===== src/rtl/serial_paralelo_pkg.sv =====
// Shared constants for the serial link: comma symbol and receiver FSM encodings.
package serial_paralelo_pkg;

  // Idle/alignment symbol; the parallel-to-serial transmitter uses the same value.
  localparam logic [7:0] COMMA = 8'hBC;

  typedef enum logic [1:0] {
    StSearch = 2'd0,
    StAlign  = 2'd1,
    StActive = 2'd2
  } state_e;

endpackage


===== src/rtl/serial_paralelo.sv =====
// Serial-to-parallel receiver: deserialises an MSB-first bit stream, hunts for comma
// alignment, locks after COMMA_COUNT aligned commas and presents data bytes with a valid flag.
module serial_paralelo
  import serial_paralelo_pkg::*;
#(
  parameter int unsigned COMMA_COUNT = 4
) (
  input  logic       clk_32f,
  input  logic       reset,
  input  logic       in_serial,
  output logic [7:0] data_out,
  output logic       valid_out,
  output logic       byte_strobe,
  output logic       active
);

  localparam logic [3:0] CommaCnt = COMMA_COUNT[3:0];

  state_e     state_q, state_d;
  logic [7:0] sr_q;
  logic [2:0] bit_cnt_q, bit_cnt_d;
  logic [3:0] bc_cnt_q, bc_cnt_d;
  logic [7:0] data_q, data_d;
  logic       valid_q, valid_d;
  logic       strobe_q, strobe_d;
  logic       active_q, active_d;

  // Byte completing on this edge, including the bit being sampled now.
  logic [7:0] w;
  logic       boundary;
  logic       is_comma;

  assign w        = {sr_q[6:0], in_serial};
  assign boundary = (bit_cnt_q == 3'd7);
  assign is_comma = (w == COMMA);

  // State and datapath registers; synchronous active-low reset discards in-flight bits.
  always_ff @(posedge clk_32f) begin
    if (!reset) begin
      state_q   <= StSearch;
      sr_q      <= 8'h00;
      bit_cnt_q <= 3'd0;
      bc_cnt_q  <= 4'd0;
      data_q    <= 8'h00;
      valid_q   <= 1'b0;
      strobe_q  <= 1'b0;
      active_q  <= 1'b0;
    end else begin
      state_q   <= state_d;
      sr_q      <= w;
      bit_cnt_q <= bit_cnt_d;
      bc_cnt_q  <= bc_cnt_d;
      data_q    <= data_d;
      valid_q   <= valid_d;
      strobe_q  <= strobe_d;
      active_q  <= active_d;
    end
  end

  // Next-state: bit-level hunt in search, byte-boundary comma counting in align.
  always_comb begin
    state_d   = state_q;
    bit_cnt_d = bit_cnt_q + 3'd1;
    bc_cnt_d  = bc_cnt_q;
    unique case (state_q)
      StSearch: begin
        bit_cnt_d = 3'd0;
        if (is_comma) begin
          bc_cnt_d = 4'd1;
          state_d  = (COMMA_COUNT == 1) ? StActive : StAlign;
        end
      end
      StAlign: begin
        if (boundary) begin
          if (is_comma) begin
            bc_cnt_d = bc_cnt_q + 4'd1;
            if ((bc_cnt_q + 4'd1) == CommaCnt) begin
              state_d = StActive;
            end
          end else begin
            // Commas split across a boundary never count: restart the hunt.
            state_d   = StSearch;
            bc_cnt_d  = 4'd0;
            bit_cnt_d = 3'd0;
          end
        end
      end
      StActive: begin
        // Lock is held until reset; no loss-of-sync detection.
      end
      default: begin
        state_d   = StSearch;
        bit_cnt_d = 3'd0;
        bc_cnt_d  = 4'd0;
      end
    endcase
  end

  // Output next values: strobe on aligned boundaries, capture non-comma bytes once active.
  always_comb begin
    data_d   = data_q;
    valid_d  = valid_q;
    strobe_d = 1'b0;
    active_d = (state_d == StActive);
    if (boundary && (state_q != StSearch)) begin
      strobe_d = 1'b1;
      if (state_q == StActive) begin
        if (is_comma) begin
          valid_d = 1'b0;
        end else begin
          data_d  = w;
          valid_d = 1'b1;
        end
      end
    end
  end

  assign data_out    = data_q;
  assign valid_out   = valid_q;
  assign byte_strobe = strobe_q;
  assign active      = active_q;

endmodule

===== config.mk =====
export PLATFORM = sky130hd
export DESIGN_NAME = serial_paralelo
export DESIGN_NICKNAME = d
export VERILOG_FILES = /design/src/rtl/serial_paralelo_pkg.sv /design/src/rtl/serial_paralelo.sv
export SDC_FILE = /design/constraint.sdc
export NUM_CORES = 1
export LEC_CHECK = 0
export BUFFER_PORTS_ARGS = -buffer_cell sky130_fd_sc_hd__buf_2
export CAP_MARGIN = 20
export CORE_UTILIZATION = 47
export DETAILED_ROUTE_END_ITERATION = 8
export PLACE_DENSITY = 0.68
export RECOVER_POWER = 25
export SYNTH_ARGS = -nofsm -noshare
export SYNTH_HDL_FRONTEND = slang
export SYNTH_SLANG_ARGS = --single-unit

===== constraint.sdc =====
create_clock -name clk_32f -period 4.4 [get_ports clk_32f]
set_input_delay 1.32 -clock clk_32f [delete_from_list [all_inputs] [get_ports clk_32f]]
set_output_delay 1.32 -clock clk_32f [all_outputs]
set_load 0.01 [all_outputs]

==> qor_table.md, run 1 <==
| Result | This run |
| --- | --- |
| Die area | 2820 um^2 |
| Least-Margin Pin Slew | 775 ps |
| Standard cell core area | 2480 um^2 |
| Switching component of the power | 91.6 uW |
| TritonRoute pass-1 iters | 4 |
| Startpoint of the worst register-to-register path | state_q[1]$_SDFF_PN0_ |
| IO Pins | 14 |
| Post-DR vias/cell | 5.51 |
| Clock latency at the later pin of the worst-skew pair | 320 ps |
| Synthesized net count | 134 |
| Multi-input gate area | 652 um^2 |
| Sequential power share | 65.6% |
| Post-Synthesis Cells | 122 |
| Share of cells above drive strength 1 | 14.0% |
| Aggregate routed wire length | 2150 um |
| Number of distinct library cell variants in the gate-level netlist after synthesis | 38 |
| Sequential area share after synthesis | 44.1% |
| Total count of max-transition violations in the final report | 0 |
| Syn Area/Cell | 10.1 um^2 |
| Final worst path period need | 2310 ps |
| Combinational group share of total power | 5.6% |
| Worst-path fanout max | 9 |
| Required time of the worst setup path | 4640 ps |
| Layout Cell Area excl Fill | 1340 um^2 |
| Arrival time reported for the critical path endpoint | 2550 ps |
| First-pass GRT wire length | 3680 um |
| Hold Crit Class | flip-flop to flip-flop |
| Max Clock Skew | 6.36 ps |
| Clock-pin slew on the worst setup and hold paths | 150 ps |
| Part of the cycle the worst path needs | 52.4% |
| Synth Area in Adders | 9.18% |
| Internal power | 291 uW |
| Number of rows created at floorplan | 18 |
| Initial antenna violation count | 0 |
| Outcome | completed |
| Sum of negative setup slack | 0 ps |
| Dominant combinational cell family by area after synthesis | simple AND/OR/NAND/NOR gates |
| Switching share of power | 23.9% |
| Initial Utilization | 49.5% |
| Residual DRC count | 0 |
| Startpoint of the tightest hold check path | bit_cnt_q[0]$_SDFF_PN0_ |
| Clock tree from TritonCTS | built |
| Maximum clock rate | 0.434 GHz |
| Die Ht | 53.1 um |
| Fraction of synthesized area in multiplexers | 4.90% |
| Relative slew slack | 48.3% |
| PD cells | 285 nW/um^2 |
| Area growth from synthesis to layout | 9.49% |
| Number of sinks driven by the clock tree | 27 |
| Compound-gate portion of the synthesized area | 16.1% |
| Maximum number of pins on one net before global-route repair | 25 |
| Global routing usage summed across all routing layers | 18.1% |
| Worst setup path start | in_serial |
| Library cell used as clock root buffer | sky130_fd_sc_hd__clkbuf_4 |
| Dominant register cell in the synthesized netlist | sky130_fd_sc_hd__dfxtp_1 |
| Placed cell area | 1310 um^2 |
| Share of synthesized flip-flops with an asynchronous set or reset | 0% |
| Class of the most critical setup path | input port to flip-flop |
| Kind of end point of the critical path | flip-flop |
| Setup WS pre-CTS | 1730 ps |
| Overflow left after global routing | 0 |
| Final total power | 383 uW |
| Post-CTS Setup Bufs | 0 |
| Register area | 541 um^2 |
| Detailed-placement wirelength estimate | 1600 um |
| Die extent in x | 53.1 um |
| Clk network pwr share | 28.8% |
| CTS H-tree lvls | 1 |
| Maximum ir drop on the vdd rail | 0.197 mV |
| Worst hold margin | 441 ps |
| PnR worst setup slack | 2090 ps |
| Xor/xnor share of the synthesized area | 0.714% |
| Cts-stage hold buffer count | 0 |
| Fill cell total of the finished layout | 248 |
| Gates resized, CTS repair | 0 |
| Setup repair after global routing missed its margin | false |
| Antenna viol nets, final | 0 |
| Count of state elements after synthesis | 27 |
| Final Hold Violating Endpoints | 0 |
| # setup viols final | 0 |
| Count of yosys warnings during synthesis | 0 |
| Post-synthesis share of cell area spent on and, or, nand and nor gates | 22.2% |
| Average detailed-routed wire length per instance | 12.9 um |
| Initial DRC count | 8 |
| Nets | 149 |
| # Max-Cap Violations | 0 |
| IO buf count | 13 |
| Clock Path Buffers | 2 |
| Total leakage power | 0.598 nW |
| Number of global-route vias before repair | 825 |
| Number of flops mapped to enable cells by yosys | 0 |
| Number of buffers inserted during clock tree synthesis | 3 |
| Gp weighted congestion | 0.842 |
| Cell area after synthesis | 1230 um^2 |
| Via count of the routed design | 914 |
| Crit start category | input port |
| Inserted Diodes | 0 |
==> metal layers <==
metal  up-vias  track usage (%)  routed length, um
li1        467                -                  -
met1       424             25.1               1080
met2        21             27.2                957
met3         2             3.74                100
met4         0             6.58                 13
met5         -                0                  0
==> worst max-delay path, cell delays in order <==
cell,delay [ps]
sky130_fd_sc_hd__buf_2,130
sky130_fd_sc_hd__nor4b_4,370
sky130_fd_sc_hd__a21o_1,430
sky130_fd_sc_hd__mux2i_1,240
sky130_fd_sc_hd__nor2b_1,60
==> path summary, 6_finish.rpt <==
path,cells past startpoint,to,slack [ps]
worst max-delay path,5,data_out[5]$_SDFFE_PN0P_,2090
worst min-delay path,1,bit_cnt_q[0]$_SDFF_PN0_,440
worst max register to register,6,bc_cnt_q[0]$_SDFFE_PN0P_,2500
worst min register to register,1,bit_cnt_q[0]$_SDFF_PN0_,440
==> power by group through the flow <==
stage               Clock, mW  Sequential [mW]  Combinational (mW)
floorplan                   0            0.256              0.0147
global placement            0            0.256              0.0210
detailed placement          0            0.256              0.0213
CTS                     0.114            0.251              0.0214
global route            0.125            0.252              0.0242
finish                  0.110            0.251              0.0213
==> stage by stage <==
stage	utilization, %	cells
after floorplan	-	122
after global placement	53.0	162
after detailed placement	53.0	162
after CTS	54.2	166
after global routing	54.2	166
final	54.2	166
==> cells in the final DEF (no fill, tap or decap), types with 2 or more instances in the layout <==
| cell | n |
|---|---|
| sky130_fd_sc_hd__dfxtp_1 | 27 |
| sky130_fd_sc_hd__buf_2 | 12 |
| sky130_fd_sc_hd__nor2b_1 | 10 |
| sky130_fd_sc_hd__ha_1 | 9 |
| sky130_fd_sc_hd__o21ai_0 | 8 |
| sky130_fd_sc_hd__and2_1 | 7 |
| sky130_fd_sc_hd__mux2i_1 | 6 |
| sky130_fd_sc_hd__inv_1 | 5 |
| sky130_fd_sc_hd__a21boi_0 | 5 |
| sky130_fd_sc_hd__nand2_1 | 4 |
| sky130_fd_sc_hd__a21oi_1 | 4 |
| sky130_fd_sc_hd__nand3_1 | 4 |
| sky130_fd_sc_hd__nor2_1 | 3 |
| sky130_fd_sc_hd__clkbuf_4 | 3 |
| sky130_fd_sc_hd__nand4_1 | 2 |
| sky130_fd_sc_hd__and2_0 | 2 |
==> registers in the layout (all words and copies together) (netlist names) <==
name / flops
active: 1
bc_cnt_q: 4
bit_cnt_q: 3
byte_strobe: 1
data_out: 8
sr_q: 7
state_q: 2
valid_out: 1
==> Yosys cell counts (3+ instances only) <==
master / count / area share, %
sky130_fd_sc_hd__ha_1: 9 / 9.2
sky130_fd_sc_hd__o21ai_0: 8 / 3.3
sky130_fd_sc_hd__and2_1: 9 / 4.6
sky130_fd_sc_hd__a21oi_1: 4 / 1.6
sky130_fd_sc_hd__nor2b_1: 10 / 5.1
sky130_fd_sc_hd__nand2_1: 4 / 1.2
sky130_fd_sc_hd__dfxtp_1: 27 / 44
sky130_fd_sc_hd__nor2_1: 3 / 0.92
sky130_fd_sc_hd__inv_1: 5 / 1.5
sky130_fd_sc_hd__a21boi_0: 5 / 3.1
sky130_fd_sc_hd__nand3_1: 4 / 1.6
sky130_fd_sc_hd__mux2i_1: 6 / 4.9
==> logic make-up after synthesis <==
| kind of cell | Yosys count |
|---|---|
| compound gates | 29 |
| flops | 27 |
| buf+inv | 8 |
| fa+ha+maj | 9 |
| xor+xnor | 1 |
| simple gates | 42 |
| mux | 6 |
==> final cells by class <==
type / instances / share of cell area, %
flip-flops and latches: 27 / 40.3
clock buffers: 3 / 1.68
well taps: 30 / 2.80
multi-input cells: 87 / 48.6
inverters: 5 / 1.40
clock inverters: 1 / 0.559
repair buffers: 13 / 4.75
Note: power is estimated with default switching activity, not from simulation.
==> inputs of run 2 (changes only) <==
Settings changed: PLACE_DENSITY 0.68 to 0.71.
Clock period 4.4 ns to 1.94 ns, I/O delays scaled along.
==> qor_table.md, run 2 (synthesis gave the netlist of run 1 again) <==
| Result | This run | Change |
| --- | --- | --- |
| Switching share of power | 24.0% | about the same |
| Area growth from synthesis to layout | 11.0% |  |
| Buf+Inv Stages, Crit Path | 2 | +1 |
| Initial DRC count | 11 | +3 |
| Die Ht | 53.1 um | unchanged |
| Number of buffers inserted during clock tree synthesis | 3 | unchanged |
| Post-CTS Setup Bufs | 0 | unchanged |
| Nets | 152 | +2.0% |
| Least-Margin Pin Slew | 803 ps | +27.6 ps |
| Sum of negative setup slack | 0 ps | unchanged |
| Grt peak-use layer | met2 |  |
| Leading cell type in the layout, fill and taps excluded | sky130_fd_sc_hd__dfxtp_1 |  |
| Total leakage power | 0.608 nW | +1.6% |
| Met3 routing resource usage after global routing | 2.87% | -0.86 points |
| Highest-delay cell along the critical path | sky130_fd_sc_hd__dfxtp_1 |  |
| Setup repair after global routing missed its margin | false |  |
| Number of global-route vias before repair | 870 | +5.5% |
| Worst setup path start | state_q[1]$_SDFF_PN0_ |  |
| Post-DR vias/cell | 5.32 | -3.4% |
| Required time of the worst setup path | 2180 ps | -2460 ps |
| Clk network pwr share | 28.9% | about the same |
| Die extent in x | 53.1 um | unchanged |
| PnR worst setup slack | 199 ps | -1890 ps |
| Clock Path Buffers | 2 | unchanged |
| IO buf count | 13 | unchanged |
| Hold Crit Class | flip-flop to flip-flop |  |
| Residual DRC count | 0 | unchanged |
| Final Hold Violating Endpoints | 0 | unchanged |
| Maximum clock rate | 0.574 GHz |  |
| PD cells | 638 nW/um^2 | +120% |
| Detailed-placement wirelength estimate | 1600 um | -0.15% |
| Utilization after layout | 54.9% | +0.76 points |
| Initial Utilization | 49.5% | unchanged |
| Max Clock Skew | 9.63 ps | +3.27 ps |
| TritonRoute pass-1 iters | 6 | +2 |
| Met1 Usage GRT | 24.9% | -0.17 points |
| Library cell used as clock root buffer | sky130_fd_sc_hd__clkbuf_4 |  |
| CTS H-tree lvls | 1 | unchanged |
| Part of the cycle the worst path needs | 89.8% |  |
| First-pass GRT wire length | 3820 um | +3.9% |
| Overflow left after global routing | 0 | unchanged |
| Relative slew slack | 46.5% | -1.8 points |
| Largest stage delay on the critical path | 470 ps | +40 ps |
| Gates resized, CTS repair | 0 | unchanged |
| Global routing usage summed across all routing layers | 18.7% | +0.65 points |
| Total count of max-transition violations in the final report | 0 | unchanged |
| Startpoint of the worst register-to-register path | state_q[1]$_SDFF_PN0_ |  |
| Met2 capacity usage during global routing | 29.7% | +2.5 points |
| Antenna viol nets, final | 0 | unchanged |
| Clock-pin slew on the worst setup and hold paths | 160 ps | about the same |
| # Max-Cap Violations | 0 | unchanged |
| Crit-path leading delay family | flip-flops |  |
| Maximum ir drop on the vdd rail | 0.494 mV | +150% |
| Clock tree from TritonCTS | built |  |
| Maximum number of pins on one net before global-route repair | 25 | unchanged |
| IO Pins | 14 | unchanged |
| Sequential power share | 65.6% | about the same |
| Inserted Diodes | 0 | unchanged |
| Gp weighted congestion | 0.923 | +9.5% |
| Cts-stage hold buffer count | 0 | unchanged |
| Crit start category | flip-flop |  |
| Combinational group share of total power | 5.5% | about the same |
| Setup WS pre-CTS | 94.2 ps | -1640 ps |
| Class of the most critical setup path | flip-flop to flip-flop |  |
| Kind of end point of the critical path | flip-flop |  |
| Standard cell core area | 2480 um^2 | unchanged |
| Internal power | 660 uW | +130% |
| Final worst path period need | 1740 ps |  |
| Leading cell types in the layout, fill and taps excluded | sky130_fd_sc_hd__dfxtp_1 (27), sky130_fd_sc_hd__buf_2 (12), sky130_fd_sc_hd__nor2b_1 (10) |  |
| Worst-path fanout max | 9 | unchanged |
| Number of rows created at floorplan | 18 | unchanged |
| Arrival time reported for the critical path endpoint | 1980 ps | -570 ps |
| Via count of the routed design | 899 | -1.6% |
| Average detailed-routed wire length per instance | 12.8 um | -0.86% |
| Number of flip-flops under the largest register name | 8 | unchanged |
| Outcome | completed |  |
| Startpoint of the tightest hold check path | bit_cnt_q[0]$_SDFF_PN0_ |  |
| Clock latency at the later pin of the worst-skew pair | 330 ps | about the same |
| Worst-path cell chain | inv_1, ha_1, nand3b_1, a21o_1, buf_4, mux2i_1, nor2b_1 |  |
| Number of sinks driven by the clock tree | 27 | unchanged |
| # setup viols final | 0 | unchanged |
| Aggregate routed wire length | 2170 um | +0.93% |
| Die area | 2820 um^2 | unchanged |
| Initial antenna violation count | 0 | unchanged |
| Share of cells above drive strength 1 | 15.1% | +1.1 points |
| Switching component of the power | 208 uW | +130% |
-- run 2: cell types whose count changed in the layout (fill, tap and decap cells not counted) --
cell	change
sky130_fd_sc_hd__buf_4	+2
sky130_fd_sc_hd__and2_0	+1
sky130_fd_sc_hd__and2_1	-1
sky130_fd_sc_hd__clkbuf_1	+1
-- run 2: routing by layer --
metal / wire length (um) / vias to the layer above
met4: 32 / 0
met3: 61 / 4
li1: - / 468
met5: 0 / -
met2: 978 / 12
met1: 1090 / 415
-- run 2: area by class of cell --
type,instances,area (um^2)
clock buffers,3,22.5
clock inverters,1,7.51
fillers,237,1120
inverters,5,18.8
multi-input cells,87,652
flip-flops and latches,27,541
well taps,30,37.5
repair buffers,16,82.6
-- run 2: power groups by stage --
stage	Sequential, mW	Clock [mW]	Combinational (mW)
2_1_floorplan	0.581	0	0.0333
3_5_place_dp	0.581	0	0.0479
6_report	0.569	0.251	0.0478
5_1_grt	0.571	0.280	0.0540
3_3_place_gp	0.581	0	0.0472
4_1_cts	0.569	0.259	0.0481
-- run 2: path summary, 6_finish.rpt --
kind                                    to  slack (ps)  cells after the start
hold reg to reg    bit_cnt_q[0]$_SDFF_PN0_         440                      1
setup reg to reg  data_out[1]$_SDFFE_PN0P_         200                      7
hold / removal     bit_cnt_q[0]$_SDFF_PN0_         440                      1
setup / recovery  data_out[1]$_SDFFE_PN0P_         200                      7
-- run 2: through the flow --
step,total power [mW],instance area (um^2),hold slack (ps),std cells
6_report,0.868,1360,436,169
5_1_grt,0.905,1360,466,169
4_1_cts,0.876,1370,441,169
3_5_place_dp,0.629,1340,421,165
3_3_place_gp,0.628,1340,407,165
2_1_floorplan,0.614,1230,399,122
==> inputs of run 3 (changes only) <==
Settings changed: REMOVE_ABC_BUFFERS from default to 1.
==> qor_table.md, run 3 (synthesis gave the netlist of run 1 again) <==
| Result | This run | Change |
| --- | --- | --- |
| Hold Crit Class | flip-flop to flip-flop |  |
| Initial Utilization | 49.5% | unchanged |
| Global routing usage summed across all routing layers | 17.7% | -0.98 points |
| Clock-pin slew on the worst setup and hold paths | 150 ps | about the same |
| Initial antenna violation count | 0 | unchanged |
| R2R depth | 6 | -1 |
| Multi-input gate area | 653 um^2 | +0.19% |
| Fill cell total of the finished layout | 246 | +3.8% |
| Startpoint of the tightest hold check path | bit_cnt_q[0]$_SDFF_PN0_ |  |
| Number of flip-flops under the largest register name | 8 | unchanged |
| Maximum number of pins on one net before global-route repair | 17 | -32% |
| Final Hold Violating Endpoints | 0 | unchanged |
| Highest-delay cell along the critical path | sky130_fd_sc_hd__dfxtp_1 |  |
| Utilization after layout | 55.1% | +0.10 points |
| Clock Path Buffers | 2 | unchanged |
| Number of sinks driven by the clock tree | 27 | unchanged |
| IO Pins | 14 | unchanged |
| Worst hold path endpoint | bit_cnt_q[0]$_SDFF_PN0_ |  |
| Total leakage power | 0.610 nW | +0.34% |
| Clock latency at the later pin of the worst-skew pair | 320 ps | about the same |
| # setup viols final | 0 | unchanged |
| Total count of max-transition violations in the final report | 0 | unchanged |
| Setup repair after global routing missed its margin | false |  |
| Setup WS pre-CTS | 128 ps | +33.5 ps |
| Final worst path period need | 1770 ps | +31.4 ps |
| Die Ht | 53.1 um | unchanged |
| Required time of the worst setup path | 2180 ps | about the same |
| IO buf count | 13 | unchanged |
| CTS H-tree lvls | 1 | unchanged |
| Gp weighted congestion | 0.818 | -11% |
| Antenna viol nets, final | 0 | unchanged |
| Leading cell type in the layout, fill and taps excluded | sky130_fd_sc_hd__dfxtp_1 |  |
| Clock tree from TritonCTS | built |  |
| Number of global-route vias before repair | 852 | -2.1% |
| Largest stage delay on the critical path | 430 ps | -40 ps |
| # Max-Cap Violations | 0 | unchanged |
| Nets | 152 | unchanged |
| Area growth from synthesis to layout | 11.2% |  |
| Sum of negative setup slack | 0 ps | unchanged |
| Post-DR vias/cell | 5.36 | +0.78% |
| Aggregate routed wire length | 2180 um | +0.51% |
| Worst-path cell chain | inv_1, ha_1, nand3b_1, a21o_2, mux2i_1, nor2b_1 |  |
| TritonRoute pass-1 iters | 4 | -2 |
| PD cells | 635 nW/um^2 | -0.40% |
| Post-CTS Setup Bufs | 0 | unchanged |
| Kind of end point of the critical path | flip-flop |  |
| Max Clock Skew | 3.95 ps | -5.69 ps |
| Register area | 542 um^2 | +0.23% |
| Maximum clock rate | 0.564 GHz | -1.8% |
| Die area | 2820 um^2 | unchanged |
| Average detailed-routed wire length per instance | 12.9 um | +0.51% |
| Relative slew slack | 65.7% | +19 points |
| Capture point of the worst reg-to-reg path | data_out[5]$_SDFFE_PN0P_ |  |
| Die extent in x | 53.1 um | unchanged |
| PnR worst setup slack | 167 ps | -31.4 ps |
| Number of rows created at floorplan | 18 | unchanged |
| Least-Margin Pin Slew | 515 ps | -288 ps |
| Number of instances on the worst hold path | 1 | unchanged |
| Outcome | completed |  |
| Number of buffers inserted during clock tree synthesis | 3 | unchanged |
| First-pass GRT wire length | 3680 um | -3.6% |
| Arrival time reported for the critical path endpoint | 2010 ps | +30 ps |
| Class of the most critical setup path | flip-flop to flip-flop |  |
| Standard cell core area | 2480 um^2 | unchanged |
| Startpoint of the worst register-to-register path | state_q[0]$_SDFF_PN0_ |  |
| Library cell used as clock root buffer | sky130_fd_sc_hd__clkbuf_4 |  |
| Detailed-placement wirelength estimate | 1640 um | +2.7% |
| Initial DRC count | 17 | +6 |
| Inserted Diodes | 0 | unchanged |
| Worst-path fanout max | 9 | unchanged |
| Leading cell types in the layout, fill and taps excluded | sky130_fd_sc_hd__dfxtp_1 (26), sky130_fd_sc_hd__buf_2 (12), sky130_fd_sc_hd__nor2b_1 (10) |  |
| Residual DRC count | 0 | unchanged |
| Final total power | 866 uW | -0.22% |
| Maximum ir drop on the vdd rail | 0.416 mV | -16% |
| Share of cells above drive strength 1 | 16.5% | +1.4 points |
| R2R setup slack | 170 ps | -30 ps |
| Overflow left after global routing | 0 | unchanged |
| Via count of the routed design | 906 | +0.78% |
| Crit start category | flip-flop |  |
| Part of the cycle the worst path needs | 91.4% | +1.6 points |
-- run 3: critical path: cells and delay by family, from the launching register on --
kind	cells	cell delay, ps
flip-flops	1	430
AND/OR/NAND/NOR	2	330
multiplexers	1	170
buffers and inverters	1	130
AO/OA/AOI/OAI	1	320
adder cells (fa/ha/maj)	1	300
-- run 3: what timing repair did --
item / in CTS / in global routing
hold buffers: 0 / 0
resized for setup: 0 / 2
endpoints found under the setup margin: 0 / 6
-- run 3: through the flow --
step | cell area [um^2] | hold WS, ps | instances
floorplan | 1210 | 399 | 119
global placement | 1340 | 406 | 165
detailed placement | 1340 | 411 | 165
CTS | 1370 | 432 | 169
global route | 1360 | 451 | 169
finish | 1360 | 429 | 169
-- run 3: layout make-up --
cell class              count  area share (%)
clock buffers               3            1.65
clock inverters             1           0.550
inverters                   5            1.38
multi-input cells          87            47.9
flip-flops and latches     27            39.7
well taps                  30            2.75
repair buffers             16            6.06
-- run 3: per-layer routing --
metal  global-route usage, %  share of wire [%]  vias up
met5                       0                  0        -
met4                    2.63                  0        0
met3                    3.74                3.6        0
met2                    28.5                 44       16
met1                    24.7                 52      418
li1                        -                  -      472
-- run 3: power breakdown --
group          total (mW)  internal, mW  switching (mW)  leakage (nW)
Sequential          0.570         0.563         0.00733         0.219
Clock               0.247        0.0787           0.168        0.0139
Combinational      0.0493        0.0196          0.0298         0.377
Total               0.866         0.661           0.205         0.610
-- run 3: worst max-delay path by stage --
| stage | slack (ps) | endpoint | cells after the start | from |
|---|---|---|---|---|
| after detailed placement | 130 | data_out[5]$_SDFFE_PN0P_ | 5 | in_serial |
| after global placement | 160 | active$_SDFF_PN0_ | 5 | in_serial |
| after global routing | 40 | data_out[5]$_SDFFE_PN0P_ | 6 | state_q[0]$_SDFF_PN0_ |
| after CTS | 140 | bc_cnt_q[0]$_SDFFE_PN0P_ | 6 | state_q[1]$_SDFF_PN0_ |
| final | 170 | data_out[5]$_SDFFE_PN0P_ | 6 | state_q[0]$_SDFF_PN0_ |
| after floorplan | 310 | data_out[0]$_SDFFE_PN0P_ | 4 | in_serial |
